<file path="config.mk">
export PLATFORM = sky130hd
export DESIGN_NAME = hazard_unit_flat
export DESIGN_NICKNAME = d
export VERILOG_FILES = /design/src/rtl/hazard_unit_pkg.sv /design/src/rtl/hazard_unit_if.sv /design/src/rtl/hazard_unit_match_prio.sv /design/src/rtl/hazard_unit.sv /design/src/flat_wrapper.sv
export SDC_FILE = /design/constraint.sdc
export NUM_CORES = 1
export LEC_CHECK = 0
export ABC_AREA = 1
export CORE_AREA = 5 5 52 54
export DETAILED_ROUTE_END_ITERATION = 16
export DIE_AREA = 0 0 57 59
export PLACE_DENSITY_LB_ADDON = 0.3
export SYNTH_ARGS = -nofsm -noshare
export SYNTH_HDL_FRONTEND = slang
export SYNTH_HIERARCHICAL = 1
export SYNTH_SLANG_ARGS = --single-unit
export TNS_END_PERCENT = 100
</file>
<file path="constraint.sdc">
create_clock -name clk -period 1 [get_ports clk]
set_clock_uncertainty 0.2 [all_clocks]
set_input_delay 0.15 -clock clk [delete_from_list [all_inputs] [get_ports clk]]
set_output_delay 0.15 -clock clk [all_outputs]
set_load 0.03 [all_outputs]
</file>
<file path="src/rtl/hazard_unit_pkg.sv">
// Shared types, widths and hazard-select bit positions for the TSC pipeline hazard unit.
package hazard_unit_pkg;

    localparam int unsigned REG_ADDR_W = 2;
    localparam int unsigned HZ_W       = 6;
    localparam int unsigned NUM_SRC    = 3;

    localparam int unsigned HAZARD_EX_RS  = 0;
    localparam int unsigned HAZARD_MEM_RS = 1;
    localparam int unsigned HAZARD_WB_RS  = 2;
    localparam int unsigned HAZARD_EX_RT  = 3;
    localparam int unsigned HAZARD_MEM_RT = 4;
    localparam int unsigned HAZARD_WB_RT  = 5;

    typedef logic [REG_ADDR_W-1:0] reg_idx_t;
    typedef logic [HZ_W-1:0]       hz_vec_t;
    typedef logic [NUM_SRC-1:0]    src_sel_t;

    // One pipeline stage as a potential producer of a register value.
    typedef struct packed {
        reg_idx_t dest;
        logic     we;
    } producer_t;

    function automatic logic reg_match(input producer_t p, input reg_idx_t r);
        return p.we && (p.dest == r);
    endfunction

endpackage

</file>
<file path="src/rtl/hazard_unit_if.sv">
// Pipeline-side bundle of dependence inputs and hazard outputs of hazard_unit.
interface hazard_unit_if;
    import hazard_unit_pkg::*;

    reg_idx_t rs_if_i;
    logic     is_jump_rs_i;
    reg_idx_t rs_id_i;
    reg_idx_t rt_id_i;
    logic     use_rs_i;
    logic     use_rt_i;
    reg_idx_t dest_id_i;
    reg_idx_t dest_ex_i;
    reg_idx_t dest_mem_i;
    reg_idx_t dest_wb_i;
    logic     reg_write_id_i;
    logic     reg_write_ex_i;
    logic     reg_write_mem_i;
    logic     reg_write_wb_i;
    logic     ex_load_i;
    logic     flush_i;
    hz_vec_t  hazard_signal_if_o;
    hz_vec_t  hazard_signal_id_o;
    hz_vec_t  hazard_signal_ex_o;
    logic     stall_pc_o;
    logic     stall_o;

    modport master (
        output rs_if_i, is_jump_rs_i, rs_id_i, rt_id_i, use_rs_i, use_rt_i,
               dest_id_i, dest_ex_i, dest_mem_i, dest_wb_i,
               reg_write_id_i, reg_write_ex_i, reg_write_mem_i, reg_write_wb_i,
               ex_load_i, flush_i,
        input  hazard_signal_if_o, hazard_signal_id_o, hazard_signal_ex_o,
               stall_pc_o, stall_o
    );

    modport slave (
        input  rs_if_i, is_jump_rs_i, rs_id_i, rt_id_i, use_rs_i, use_rt_i,
               dest_id_i, dest_ex_i, dest_mem_i, dest_wb_i,
               reg_write_id_i, reg_write_ex_i, reg_write_mem_i, reg_write_wb_i,
               ex_load_i, flush_i,
        output hazard_signal_if_o, hazard_signal_id_o, hazard_signal_ex_o,
               stall_pc_o, stall_o
    );

endinterface

</file>
<file path="src/rtl/hazard_unit_match_prio.sv">
// Nearest-producer select for one consumer register: one-hot {far, mid, near} or zero.
module hazard_match_prio
    import hazard_unit_pkg::*;
(
    input  reg_idx_t  idx_i,
    input  logic      en_i,
    input  producer_t near_i,
    input  producer_t mid_i,
    input  producer_t far_i,
    output src_sel_t  sel_c_o
);

    always_comb begin
        sel_c_o = '0;
        if (en_i) begin
            if (reg_match(near_i, idx_i)) begin
                sel_c_o[0] = 1'b1;
            end else if (reg_match(mid_i, idx_i)) begin
                sel_c_o[1] = 1'b1;
            end else if (reg_match(far_i, idx_i)) begin
                sel_c_o[2] = 1'b1;
            end
        end
    end

endmodule

</file>
<file path="src/rtl/hazard_unit.sv">
// Hazard detection and forward-select generation for the 5-stage TSC pipeline,
// with the ID selects registered for the EX-stage operand muxes.
module hazard_unit
    import hazard_unit_pkg::*;
(
    input  logic         clk,
    input  logic         reset_n,
    hazard_unit_if.slave hz
);

    producer_t prod_id;
    producer_t prod_ex;
    producer_t prod_ex_jr;
    producer_t prod_mem;
    producer_t prod_wb;

    src_sel_t  sel_if_c;
    src_sel_t  sel_rs_c;
    src_sel_t  sel_rt_c;
    hz_vec_t   hz_id_c;
    logic      stall_c;

    hz_vec_t   hazard_signal_ex_d;
    hz_vec_t   hazard_signal_ex_q;

    assign prod_id  = '{dest: hz.dest_id_i,  we: hz.reg_write_id_i};
    assign prod_ex  = '{dest: hz.dest_ex_i,  we: hz.reg_write_ex_i};
    assign prod_mem = '{dest: hz.dest_mem_i, we: hz.reg_write_mem_i};
    assign prod_wb  = '{dest: hz.dest_wb_i,  we: hz.reg_write_wb_i};

    // A load in EX has no data yet, so it is not a forwarding source for the jump target.
    assign prod_ex_jr = '{dest: hz.dest_ex_i, we: hz.reg_write_ex_i && !hz.ex_load_i};

    hazard_match_prio u_prio_if (
        .idx_i   (hz.rs_if_i),
        .en_i    (hz.is_jump_rs_i),
        .near_i  (prod_ex_jr),
        .mid_i   (prod_mem),
        .far_i   (prod_wb),
        .sel_c_o (sel_if_c)
    );

    hazard_match_prio u_prio_rs (
        .idx_i   (hz.rs_id_i),
        .en_i    (hz.use_rs_i),
        .near_i  (prod_id),
        .mid_i   (prod_ex),
        .far_i   (prod_mem),
        .sel_c_o (sel_rs_c)
    );

    hazard_match_prio u_prio_rt (
        .idx_i   (hz.rt_id_i),
        .en_i    (hz.use_rt_i),
        .near_i  (prod_id),
        .mid_i   (prod_ex),
        .far_i   (prod_mem),
        .sel_c_o (sel_rt_c)
    );

    assign hz_id_c = {sel_rt_c, sel_rs_c};

    assign stall_c = hz.ex_load_i &&
                     ((hz.use_rs_i && reg_match(prod_ex, hz.rs_id_i)) ||
                      (hz.use_rt_i && reg_match(prod_ex, hz.rt_id_i)));

    assign hz.hazard_signal_if_o = HZ_W'(sel_if_c);
    assign hz.hazard_signal_id_o = hz_id_c;
    assign hz.stall_o            = stall_c;
    assign hz.stall_pc_o         = hz.is_jump_rs_i &&
                                   (reg_match(prod_id, hz.rs_if_i) ||
                                    (hz.ex_load_i && reg_match(prod_ex, hz.rs_if_i)));

    // A stall or flush sends a bubble into EX, which must not forward anything.
    always_comb begin
        hazard_signal_ex_d = hz_id_c;
        if (stall_c || hz.flush_i) begin
            hazard_signal_ex_d = '0;
        end
    end

    always_ff @(posedge clk or negedge reset_n) begin
        if (!reset_n) begin
            hazard_signal_ex_q <= '0;
        end else begin
            hazard_signal_ex_q <= hazard_signal_ex_d;
        end
    end

    assign hz.hazard_signal_ex_o = hazard_signal_ex_q;

endmodule

</file>
<file path="src/flat_wrapper.sv">
// flat-port wrapper written by rule: the top's interface ports become plain ports
module hazard_unit_flat import hazard_unit_pkg::*;
  (clk, reset_n, hz_rs_if_i, hz_is_jump_rs_i, hz_rs_id_i, hz_rt_id_i, hz_use_rs_i, hz_use_rt_i, hz_dest_id_i, hz_dest_ex_i, hz_dest_mem_i, hz_dest_wb_i, hz_reg_write_id_i, hz_reg_write_ex_i, hz_reg_write_mem_i, hz_reg_write_wb_i, hz_ex_load_i, hz_flush_i, hz_hazard_signal_if_o, hz_hazard_signal_id_o, hz_hazard_signal_ex_o, hz_stall_pc_o, hz_stall_o);
  hazard_unit_if hz_i ();
  input  logic clk;
  input  logic reset_n;
  input wire logic [$bits(hz_i.rs_if_i)-1:0] hz_rs_if_i;
  input wire logic [$bits(hz_i.is_jump_rs_i)-1:0] hz_is_jump_rs_i;
  input wire logic [$bits(hz_i.rs_id_i)-1:0] hz_rs_id_i;
  input wire logic [$bits(hz_i.rt_id_i)-1:0] hz_rt_id_i;
  input wire logic [$bits(hz_i.use_rs_i)-1:0] hz_use_rs_i;
  input wire logic [$bits(hz_i.use_rt_i)-1:0] hz_use_rt_i;
  input wire logic [$bits(hz_i.dest_id_i)-1:0] hz_dest_id_i;
  input wire logic [$bits(hz_i.dest_ex_i)-1:0] hz_dest_ex_i;
  input wire logic [$bits(hz_i.dest_mem_i)-1:0] hz_dest_mem_i;
  input wire logic [$bits(hz_i.dest_wb_i)-1:0] hz_dest_wb_i;
  input wire logic [$bits(hz_i.reg_write_id_i)-1:0] hz_reg_write_id_i;
  input wire logic [$bits(hz_i.reg_write_ex_i)-1:0] hz_reg_write_ex_i;
  input wire logic [$bits(hz_i.reg_write_mem_i)-1:0] hz_reg_write_mem_i;
  input wire logic [$bits(hz_i.reg_write_wb_i)-1:0] hz_reg_write_wb_i;
  input wire logic [$bits(hz_i.ex_load_i)-1:0] hz_ex_load_i;
  input wire logic [$bits(hz_i.flush_i)-1:0] hz_flush_i;
  output wire logic [$bits(hz_i.hazard_signal_if_o)-1:0] hz_hazard_signal_if_o;
  output wire logic [$bits(hz_i.hazard_signal_id_o)-1:0] hz_hazard_signal_id_o;
  output wire logic [$bits(hz_i.hazard_signal_ex_o)-1:0] hz_hazard_signal_ex_o;
  output wire logic [$bits(hz_i.stall_pc_o)-1:0] hz_stall_pc_o;
  output wire logic [$bits(hz_i.stall_o)-1:0] hz_stall_o;
  assign hz_i.rs_if_i = hz_rs_if_i;
  assign hz_i.is_jump_rs_i = hz_is_jump_rs_i;
  assign hz_i.rs_id_i = hz_rs_id_i;
  assign hz_i.rt_id_i = hz_rt_id_i;
  assign hz_i.use_rs_i = hz_use_rs_i;
  assign hz_i.use_rt_i = hz_use_rt_i;
  assign hz_i.dest_id_i = hz_dest_id_i;
  assign hz_i.dest_ex_i = hz_dest_ex_i;
  assign hz_i.dest_mem_i = hz_dest_mem_i;
  assign hz_i.dest_wb_i = hz_dest_wb_i;
  assign hz_i.reg_write_id_i = hz_reg_write_id_i;
  assign hz_i.reg_write_ex_i = hz_reg_write_ex_i;
  assign hz_i.reg_write_mem_i = hz_reg_write_mem_i;
  assign hz_i.reg_write_wb_i = hz_reg_write_wb_i;
  assign hz_i.ex_load_i = hz_ex_load_i;
  assign hz_i.flush_i = hz_flush_i;
  assign hz_hazard_signal_if_o = hz_i.hazard_signal_if_o;
  assign hz_hazard_signal_id_o = hz_i.hazard_signal_id_o;
  assign hz_hazard_signal_ex_o = hz_i.hazard_signal_ex_o;
  assign hz_stall_pc_o = hz_i.stall_pc_o;
  assign hz_stall_o = hz_i.stall_o;
  hazard_unit u_core (.clk(clk), .reset_n(reset_n), .hz(hz_i));
endmodule
</file>
==> results.md, run 1 <==
- Status: stopped before the end
- Stopping stage: global routing
- Err: [ERROR DPL-0033] detailed placement checks failed during check placement.
- Cell count after synthesis: 151
- H-Tree Depth: 1
- Worst ep type: top-level output
- Inst Count DP: 238
- Initial Util: between 30% and 40%
- Die Ht: between 50 and 60 um
- Largest net degree at the start of global routing: 7
- Die Span X: between 50 and 60 um
- RePlAce Congestion: 0.774
- Ports: 45
- Synth unique cells: 16
- CTS sink count: 6
- Initial antenna violation count: 0
- CTS max path bufs: 2
- Syn Std Cell Area: slightly below 800 um^2
- IO buf count: roughly 40
- Synth Warn #: 6
- CTS root buffer: clkbuf_4
- Row count: 17
- GRT worst endpoint: hz_hazard_signal_id_o[1]
- Post-DP HPWL: 2490 um
- Cts bufs inserted: 3
- FF+latch count, synth: 6
- Post-synthesis sequential area ratio: 19.0%
- Post-Syn Area per Cell: roughly 5.2 um^2
- Post-Place Worst Slack: -830 ps
[stage by stage]
stage	utilization, %	instance area, um^2
2_1_floorplan	-	1100
3_3_place_gp	78.3	1700
3_5_place_dp	78.3	1700
4_1_cts	91.1	1980
[synth_stat cells]
library cell | instances | area, um^2
nand2_1 | 47 | 176
inv_1 | 39 | 146
nor2_1 | 19 | 71.3
nand3_1 | 15 | 75.1
dfrtp_1 | 6 | 150
a21oi_1 | 4 | 20.0
buf_4 | 3 | 22.5
nand4_1 | 3 | 18.8
nor3b_1 | 3 | 22.5
xnor2_1 | 3 | 26.3
xor2_1 | 3 | 26.3
nand2_2 | 2 | 12.5
a21boi_0 | 1 | 7.51
conb_1 | 1 | 3.75
inv_2 | 1 | 3.75
o211ai_1 | 1 | 7.51
[repair_timing]
action,CTS
setup endpoints to repair,23
buffers inserted,6
pin swaps,49
hold endpoints to repair,6
resized for setup,159
gates cloned,2
[cells by family after synthesis]
group / after synthesis / synth area share (%)
compound gates: 6 / 4.43
xor+xnor: 6 / 6.65
buf+inv: 43 / 21.8
flops: 6 / 19.0
other cells: 1 / 0.474
simple gates: 89 / 47.6
==> inputs of run 2 (changes only) <==
CORE_AREA = 5 5 66 68   (was 5 5 52 54)
DIE_AREA = 0 0 71 73   (was 0 0 57 59)
PLACE_DENSITY_LB_ADDON = 0.15   (was 0.3)
==> results.md, run 2 <==
- Fin util: 55.6%
- Crit Path Category: in2out
- Wire per inst: 11.0 um
- Most common cell after layout, fill and taps aside: nand2_1
- Area Overhead vs Synth: 167%
- First-pass iteration count of the detailed router: 4
- Pwr dens: roughly 660 nW/um^2
- FF+latch count, synth: 6
- CP Data Arrival Time: 1000 ps
- Post-DP HPWL: approximately 2500 um
- First-pass GRT wire length: slightly above 5000 um
- Leading cell types by total area after synthesis: nand2_1, dfrtp_1, inv_1
- GR Overflow Total: 0
- Synth Flop Type: dfrtp_1
- CTS root buffer: clkbuf_8
- Post-synth EDFFs: 0
- Most common cell in the synthesized netlist: nand2_1
- Initial antenna violation count: 0
- Initial Util: between 20% and 30%
- Max-slew violations: 0
- VDD IR-drop max: 0.245 mV
- Crit start category: input pin
- Max_cap viols: 0
- Worst Hold Class: in2async
- Status: finished with violations
- Post-synth top area cell: nand2_1
- Largest net degree at the start of global routing: 7
- Post-Syn Area per Cell: approximately 5.2 um^2
- Main combinational cell family by area after synthesis: simple AND/OR/NAND/NOR gates
- Crit share post-route: 135%
- Footprint of the multi-input gates: 845 um^2
- CTS sink count: 6
- CTS max path bufs: 2
- Most frequent cells in the layout: nand2_1, buf_6, inv_1
- Adder-cell share of the synthesized area: 0%
- Final hold vios: 6
- Worst Slack Setup Final: -349 ps
- CP max FO: 5
- CTS tree: built
- Post-Route WL: slightly above 3000 um
- # diodes: 0
- Post-synth top area share: 22.3%
- Top post-synthesis cells by count: nand2_1, inv_1, nor2_1, nand3_1, dfrtp_1
- Max reg flops: 6
- Post-synthesis sequential area ratio: between 10% and 20%
- Cts bufs inserted: 3
- CP startpoint: hz_dest_ex_i[1]
- Final hold slack: -30.0 ps
- RePlAce Congestion: 0.753
- Ports: 45
- Row count: 23
- Vias in the first global route: about 1200
- Synth Area in XOR/XNOR: under 10%
- Achievable clock frequency: 741 MHz
- Failing checks: hold timing, setup timing
- Post-Place Worst Slack: -832 ps
- Die Span X: between 70 and 80 um
- Number of setup violations in the final report: 23
- H-Tree Depth: 1
- Cell count after synthesis: between 150 and 200
- CP required: approximately 650 ps
- Syn Std Cell Area: about 800 um^2
- IO buf count: just over 40
- # fillers: ~360
- Synth Area in Compound Gates: 4.43%
- CORE AREA: between 3000 and 4000 um^2
- Unrepaired setup endpoints after global routing: true
- DR DRC count: 0
- Register area: about 150 um^2
- Leak: approximately 0.0010 uW
- Synth async-reset ratio: 100%
- Synth Warn #: 6
- Clock slew at reported path FFs: around 30 ps
- Post-layout min period: 1350 ps
- Gr usage total: 12.3%
- Die Ht: 73 um
- Antenna Nets Post-Route: 0
- Layout cells sized above 1: 60.3%
- NumNets Final: between 200 and 300
- Vias: around 1100
- CP endpoint kind: primary output
- DIE AREA: around 5200 um^2
- Synth unique cells: 16
- Post-synthesis mux area share: 0%
- Via density: just over 4
- Post-Synth Simple-Gate Area: between 40% and 50%
- DR iter-0 viols: 17
[run 2: cell counts after synthesis]
No cell type changed its count.
[run 2: path summary, 6_finish.rpt]
check | to | slack (ps)
worst min-delay path | u_core/hz.hazard_signal_ex_o[4] | -30
min in group clk | u_core/hz.hazard_signal_ex_o[2] | 210
worst max-delay path | hz_hazard_signal_if_o[0] | -350
max in group asynchronous | u_core/hz.hazard_signal_ex_o[1] | 420
[run 2: what timing repair did]
action	4_1_cts	5_1_grt
gates resized for setup	151	17
setup endpoints to repair	23	23
setup buffers	6	5
hold endpoints to repair	6	0
pin swaps	44	20
gates cloned	2	0
[run 2: kinds of logic after synthesis]
logic type / Yosys count
AND/OR/NAND/NOR: 89
buffers and inverters: 43
AO/OA/AOI/OAI: 6
XOR/XNOR: 6
flip-flops: 6
other: 1
[run 2: final cells by class]
class,instances,share of cell area [%]
Clock buffer,3,1.96
Tap cell,50,2.96
Sequential cell,6,7.11
Inverter,40,11.4
Timing Repair Buffer,71,36.6
Multi-Input combinational cell,104,40.0
[run 2: metal layers]
layer  up-vias  track usage [%]  share of wire, %
li1        591                -                 -
met1       499             14.2                39
met2        29             23.5                56
met3         6             1.79               4.0
met4         0             3.13               1.4
met5         -                0                 0
[run 2: where the power goes]
part / switching (uW) / internal, uW / leakage [uW]
Clock: 101 / 258 / 0.0000216
Sequential: 2.22 / 249 / 0.0000832
Combinational: 409 / 383 / 0.000945
Total: 513 / 890 / 0.00105
[run 2: worst max-delay path, cell delays in order]
cell	delay, ps
buf_8	100
buf_6	120
buf_12	120
xor2_4	160
nor3b_4	190
buf_6	150
[run 2: metrics by stage]
stage	hold WS [ps]	cells	power (uW)	area (um^2)	setup TNS, ps
2_1_floorplan	-346	153	574	1100	-822
3_3_place_gp	196	262	909	1730	-12690
3_5_place_dp	212	262	916	1730	-13070
4_1_cts	-18.7	269	1380	2030	-4710
5_1_grt	9.57	274	1480	2110	-6190
6_report	-30.0	274	1400	2110	-5250
(Power assumes the default switching activity.)
==> inputs of run 3 (changes only) <==
SKIP_CTS_REPAIR_TIMING = 1   (was default)
==> results.md, run 3 (synthesis gave the netlist of run 2 again) <==
- Crit Path Category: in2out
- CTS max path bufs: 2
- Vias in the first global route: 1053
- Gr usage total: between 10% and 20%
- Via density: between 4 and 5
- Ports: 45
- Wire per inst: around 11 um
- Internal Power: between 800 and 900 uW
- CTS tree: built
- Crit share post-route: 132%
- Clk pwr share: 25.5%
- Worst Slack Setup Final: -323 ps
- Initial Util: 20.8%
- Sw Ratio: 36.0%
- Initial antenna violation count: 0
- Post-Place Worst Slack: -832 ps
- CP Data Arrival Time: roughly 970 ps
- Number of setup violations in the final report: 23
- CTS root buffer: clkbuf_8
- CP max FO: 5
- Most common cell after layout, fill and taps aside: nand2_1
- Final hold vios: 6
- Die Ht: about 73 um
- CP endpoint kind: primary output
- Achievable clock frequency: between 700 and 800 MHz
- Die Span X: just over 70 um
- Cts bufs inserted: 3
- Crit-path leading delay family: buffers and inverters
- Worst stage delay on the critical path: about 170 ps
- Most frequent cells in the layout: nand2_1, buf_6, inv_1
- Max reg flops: 6
- Clock slew at reported path FFs: approximately 30 ps
- CP bufs+invs: 4
- # diodes: 0
- Max_cap viols: 0
- Post-DP HPWL: about 2500 um
- Combinational fraction of design power: between 50 and 60%
- Psw: around 500 uW
- VDD IR-drop max: 0.226 mV
- Crit-path cells: buf_8 -> buf_12 -> inv_8 -> a21oi_4 -> nand4_1 -> nor2_4 -> buf_6
- Pwr dens: around 660 nW/um^2
- NumNets Final: about 250
- Row count: 23
- H-Tree Depth: 1
- DIE AREA: ~5200 um^2
- Crit start category: input pin
- CP required: around 650 ps
- Unrepaired setup endpoints after global routing: true
- GR Overflow Total: 0
- DR DRC count: 0
- First-pass iteration count of the detailed router: 4
- Critical-path top delay cell: nand4_1
- CTS sink count: 6
- Failing checks: hold timing, setup timing
- Flop pwr share: a little under a fifth
- Vias: 1105
- Area Overhead vs Synth: 165%
- Status: finished with violations
- Worst Hold Class: in2async
- Final hold slack: -28.8 ps
- Post-layout min period: approximately 1300 ps
- Max-slew violations: 0
- Leak: between 0.001 and 0.0015 uW
- First-pass GRT wire length: 4550 um
- Layout cells sized above 1: 55.7%
- DR iter-0 viols: 22
- Antenna Nets Post-Route: 0
- Post-Route WL: roughly 2900 um
- CORE AREA: approximately 3800 um^2
- IO buf count: around 40
- Largest net degree at the start of global routing: 10
- RePlAce Congestion: between 0.7 and 0.8
run 3: changes by cell type in the layout (fill, tap and decap cells not counted), sizes merged:
cell	delta
buf	-8
dlygate4sd2	-3
clkdlybuf4s15	-3
dlymetal6s2s	+8
clkbuf	+1
run 3: final timing paths:
check | start | to | slack, ps | depth (start not counted)
setup / recovery | hz_dest_ex_i[0] | hz_hazard_signal_id_o[4] | -320 | 7
max in group asynchronous | reset_n | u_core/hz.hazard_signal_ex_o[1] | 420 | 1
min in group clk | hz_use_rs_i | u_core/hz.hazard_signal_ex_o[1] | 210 | 5
hold / removal | reset_n | u_core/hz.hazard_signal_ex_o[4] | -30 | 1
run 3: metrics by stage:
step	instances	utilization (%)	total power [uW]	area (um^2)	setup TNS [ps]
global placement	262	45.5	909	1730	-12690
CTS	265	46.6	1280	1770	-12270
detailed placement	262	45.5	916	1730	-13070
floorplan	153	-	574	1100	-822
global route	269	55.2	1480	2100	-5110
finish	269	55.2	1390	2100	-4070
run 3: final cells by class:
cell class	count	area, um^2
fill	353	1700
multi-input combinational	104	823
timing repair buffer	66	777
inverter	40	243
sequential	6	150
tap	50	62.6
clock buffer	3	41.3
run 3: power groups by stage:
stage	Clock, uW	Combinational (uW)	Sequential (uW)
5_1_grt	381	843	252
2_1_floorplan	0	310	264
4_1_cts	362	665	251
3_3_place_gp	0	656	253
3_5_place_dp	0	663	254
6_report	354	783	252
run 3: metal layers:
metal / vias up / part of all wire (%) / track usage, %
li1: 582 / - / -
met1: 484 / 39 / 13.0
met2: 37 / 55 / 19.4
met3: 2 / 5.6 / 2.34
met4: 0 / 0.48 / 2.51
met5: - / 0 / 0
